$ cat src/rtl/gauss_poly_ctrl.sv
// Sequencer that drives the Gaussian sampler and collects N = 2^LOGN range-checked
// coefficients into RAM. The final coefficient is chosen so that the coefficient sum is odd.
module gauss_poly_ctrl #(
  parameter  int LOGN     = 9,
  parameter  int LIM_BITS = 6,
  parameter  int COEF_W   = 8,
  localparam int VAL_BIT  = (LOGN == 9) ? 7 : 6
) (
  input  logic                clk,
  input  logic                rst_n,
  input  logic                start,
  input  logic                abort,
  output logic                busy,
  output logic                done,
  output logic                gauss_ena,
  input  logic                gauss_val_valid,
  input  logic [VAL_BIT-1:0]  gauss_val,
  output logic                coef_we,
  output logic [LOGN-1:0]     coef_addr,
  output logic [COEF_W-1:0]   coef_data,
  output logic [15:0]         rej_cnt
);

  typedef enum logic [1:0] {
    S_IDLE,
    S_RUN,
    S_FIN
  } state_t;

  localparam logic [LOGN-1:0] LAST_IDX = '1;
  localparam int              LIM      = 1 << (LIM_BITS - 1);

  state_t                     state, state_nx;
  logic   [LOGN-1:0]          idx;
  logic                       parity;
  logic                       take, drop, start_run, in_range;
  logic signed [VAL_BIT-1:0]  s;

  assign s        = gauss_val;
  assign in_range = (int'(s) >= -LIM) && (int'(s) < LIM);

  // NOTE: every signal written here gets a default first, so no path can infer a latch.
  always_comb begin
    state_nx  = state;
    take      = 1'b0;
    drop      = 1'b0;
    start_run = 1'b0;
    case (state)
      S_IDLE: begin
        if (start && !abort) begin
          state_nx  = S_RUN;
          start_run = 1'b1;
        end
      end
      S_RUN: begin
        // A sample that would leave the coefficient sum even is rejected at the last slot.
        if (gauss_val_valid) begin
          if (!in_range || (idx == LAST_IDX && parity == s[0])) drop = 1'b1;
          else                                                  take = 1'b1;
        end
        if (abort)                          state_nx = S_IDLE;
        else if (take && idx == LAST_IDX)   state_nx = S_FIN;
      end
      S_FIN:   state_nx = S_IDLE;
      default: state_nx = S_IDLE;
    endcase
  end

  // NOTE: sequential state uses non-blocking assignments so every flop samples pre-edge values.
  always_ff @(posedge clk or negedge rst_n) begin
    if (!rst_n) state <= S_IDLE;
    else        state <= state_nx;
  end

  always_ff @(posedge clk or negedge rst_n) begin
    if (!rst_n) begin
      busy      <= 1'b0;
      gauss_ena <= 1'b0;
      done      <= 1'b0;
      coef_we   <= 1'b0;
      coef_addr <= '0;
      coef_data <= '0;
      idx       <= '0;
      parity    <= 1'b0;
      rej_cnt   <= '0;
    end else begin
      // The sampler enable stays high for the whole run so its accumulation is never disturbed.
      busy      <= (state_nx == S_RUN);
      gauss_ena <= (state_nx == S_RUN);
      done      <= (state == S_FIN);
      coef_we   <= take;
      if (take) begin
        coef_addr <= idx;
        coef_data <= COEF_W'(s);
        parity    <= parity ^ s[0];
        if (idx != LAST_IDX) idx <= idx + LOGN'(1);
      end
      if (drop && rej_cnt != 16'hFFFF) rej_cnt <= rej_cnt + 16'd1;
      if (start_run) begin
        idx     <= '0;
        parity  <= 1'b0;
        rej_cnt <= '0;
      end
    end
  end

endmodule

$ cat config.mk
export PLATFORM = sky130hd
export DESIGN_NAME = gauss_poly_ctrl
export DESIGN_NICKNAME = d
export VERILOG_FILES = /design/src/rtl/gauss_poly_ctrl.sv
export SDC_FILE = /design/constraint.sdc
export NUM_CORES = 1
export LEC_CHECK = 0
export ABC_AREA = 1
export CAP_MARGIN = 5
export CORE_MARGIN = 1.5
export CORE_UTILIZATION = 46
export CTS_CLUSTER_SIZE = 25
export DETAILED_ROUTE_END_ITERATION = 10
export GPL_ROUTABILITY_DRIVEN = 0
export PLACE_DENSITY = 0.88
export RECOVER_POWER = 50
export SYNTH_ARGS = -nofsm -noshare
export SYNTH_HDL_FRONTEND = slang
export SYNTH_SLANG_ARGS = --single-unit
export TNS_END_PERCENT = 100
$ cat constraint.sdc
create_clock -name clk -period 1.9 [get_ports clk]
set_input_delay 0.38 -clock clk [delete_from_list [all_inputs] [get_ports clk]]
set_output_delay 0.38 -clock clk [all_outputs]
set_load 0.1 [all_outputs]
==> impl_results.md <==
* Ys Warns at 0
* Cell area after synthesis at 0.00241 mm²
* Drt pass-1 iters at 5
* Worst-case reg-to-reg path depth at 10
* Layout cell share with drive strength beyond 1 at 28.3%
* Synth Area in XOR/XNOR at 4.73%
* DR WL/cell at 16.5 µm
* Core area at 0.00507 mm²
* Mapped Nets at 318
* Final WL at 7410 µm
* Antenna-violating nets left at 0
* PnR worst setup slack at -0.0866 ns
* Max Clock Skew at 0.00530 ns
* DP Wirelength at 4350 µm
* Final hold vios at 0
* Power per cell area at 852 mW/mm²
* Largest cells by area after synthesis: dfrtp_1, nand2_1, nand3_1, xor2_1, nor2_1
* Startpoint types: register
* Initial Utilization at 47.5%
* Post-synthesis cell type count at 26
* Final Critical Period at 1.99 ns
* Nets at 392
* # rows at 26
* Post-Syn Instances at 303
* DIE AREA at 0.00568 mm²
* Slew Limit Fails at 0
* Hold Crit Class: in -> async
* Max_cap viols at 0
* Critical Path Sink Type: register
* Top cells by count, synth: nand2_1, dfrtp_1, nand3_1
* Final std cells w/o fill at 448
* Share of Yosys cell area claimed by the top area cell type at 48.8%
* Area Overhead vs Synth at 44.9%
* CTS Buf Count at 5
* Prevailing post-synth register cell: dfrtp_1
* Post-synthesis compound-gate area fraction at 4.05%
* CTS tree: done
* Post-Place Setup Slack at -0.0608 ns
* Initial antenna violation count at 0
* RSZ-0062 raised after global routing: true
* Die Y at 75.4 µm
* Top-count cell post-synth: nand2_1
* Total gr overflow at 0
* CTS HTree Levels at 2
* Mux share of post-synthesis cell area at 0%
* First-pass GRT wire length at 11300 µm
* Largest net degree at the start of global routing at 27
* WP data required at 2.14 ns
* Diode count at 0
* DR vias at 2519
* Crit path kind: reg -> reg
* Worst skew pair latency at 0.30 ns
* Status: finished, violations left
* Sequential share of the synthesized area at 48.8%
* Lkg Pwr at 1.71 nW
* Number of global-route vias before repair at 2344
* IO buf count at 48
* Clock Sinks at 47
* I/O pins at 49
* Worst-Margin Slew at 1.20 ns
* Failing checks: setup timing
* DRC at 0
* Register bit count reported by yosys at 47
* Post-Synth Simple-Gate Area at 35.3%
* Adder-cell share of the synthesized area at 1.56%
* Initial DRC Count at 272
* Root Driver: clkbuf_8
* Ys async rst share at 100%
* Vias per cell at 5.62
* VDD IR-drop max at 587 µV
* Largest family of logic cells by synthesized area: simple AND/OR/NAND/NOR gates
* Clock Pin Slew Worst Setup and Hold Paths at 0.09 ns
* Post-synth EDFFs at 0
* Final setup viols at 17
* Crit-path max FO at 8
* Placed Cells at 433
* Tcrit/Tclk final at 105%
* Longest Clk Path Bufs at 2
* Gr usage total at 26.6%
* Slew margin rel. at 19.9%
* Die X at 75.4 µm
* Worst path arrival time at 2.23 ns
* Highest clock rate at 503 MHz
* Syn_area_per_cell at 7.95 µm²
* Yosys top cell by area: dfrtp_1
[cells by family (layout without fill, tap and decap cells)]
group	after synthesis	in the layout
flops	47	47
buf+inv	29	103
xor+xnor	13	13
compound gates	17	17
simple gates	194	195
fa+ha+maj	3	3
[flip-flops by register name (all words and copies together), names as in the netlist]
| name | count |
|---|---|
| coef_addr | 9 |
| coef_we | 1 |
| state | 2 |
| done | 1 |
| idx | 9 |
| gauss_ena | 1 |
| coef_data | 7 |
| rej_cnt | 16 |
| parity | 1 |
[worst paths after layout]
path / from / end / slack, ns
hold / removal: rst_n / coef_addr[0] / 0.30
min in group clk: state[0] / done / 0.45
max in group asynchronous: rst_n / done / 0.36
hold reg to reg: state[0] / done / 0.45
setup / recovery: rej_cnt[0] / rej_cnt[6] / -0.09
setup reg to reg: rej_cnt[0] / rej_cnt[6] / -0.09
[through the flow]
stage	area, µm²	util, %	total power [mW]	hold slack [ns]	TNS (ns)
final	3490	68.8	2.97	0.295	-0.655
after global routing	3490	68.8	3.08	0.387	-2.46
after CTS	3490	68.7	3.00	0.0552	-0.0163
after detailed placement	3310	65.2	2.34	0.386	-0.666
after global placement	3310	65.2	2.32	0.379	0
after floorplan	2450	-	1.97	0.0844	0
[critical path: stages, from the launching register on]
cell and delay [ns]:
dfrtp_4 0.48, ha_1 0.27, nand3_1 0.21, inv_2 0.11
nand2_2 0.09, nor2_4 0.16, nor2_4 0.05, buf_6 0.13
nor2_4 0.23, nand2_1 0.11, nand2_1 0.08
[repair_timing]
item,in CTS,in global routing
setup buffers,3,1
cloned,1,2
hold buffers,0,0
resized for setup,6,14
setup endpoints to repair,34,36
endpoints found under the hold margin,0,0
pin swaps,1,6
[cell usage in the layout, fill, tap and decap left out, types with 11 or more instances in the layout]
cell type | synthesis | final
nand4_1 | 12 | 12
dfrtp_1 | 47 | 33
xor2_1 | 11 | 11
dfrtp_2 | 0 | 12
nor2_1 | 25 | 25
inv_1 | 18 | 18
nand3_1 | 28 | 25
buf_4 | 2 | 36
nand2_1 | 118 | 111
buf_12 | 0 | 19
[layout make-up]
class / count / area, µm²
flip-flops and latches: 47 / 1200
inverters: 19 / 71.3
fillers: 354 / 1580
multi-input cells: 228 / 1200
repair buffers: 76 / 840
clock inverters: 1 / 8.76
well taps: 70 / 87.6
clock buffers: 7 / 86.3
[power by group]
group / switching [mW] / leakage [nW] / internal, mW / total [mW]
logic: 0.861 / 1.05 / 0.290 / 1.15
clock network: 0.353 / 0.0484 / 0.299 / 0.652
registers: 0.0756 / 0.615 / 1.10 / 1.17
[per-layer routing]
metal	up-vias	GRT usage [%]	part of all wire, %
met5	-	0	0
met2	164	44.1	49
met1	1183	33.8	38
met4	0	11.7	5.4
met3	50	5.29	7.5
li1	1122	-	-
Power figures use the tool's default switching activity.
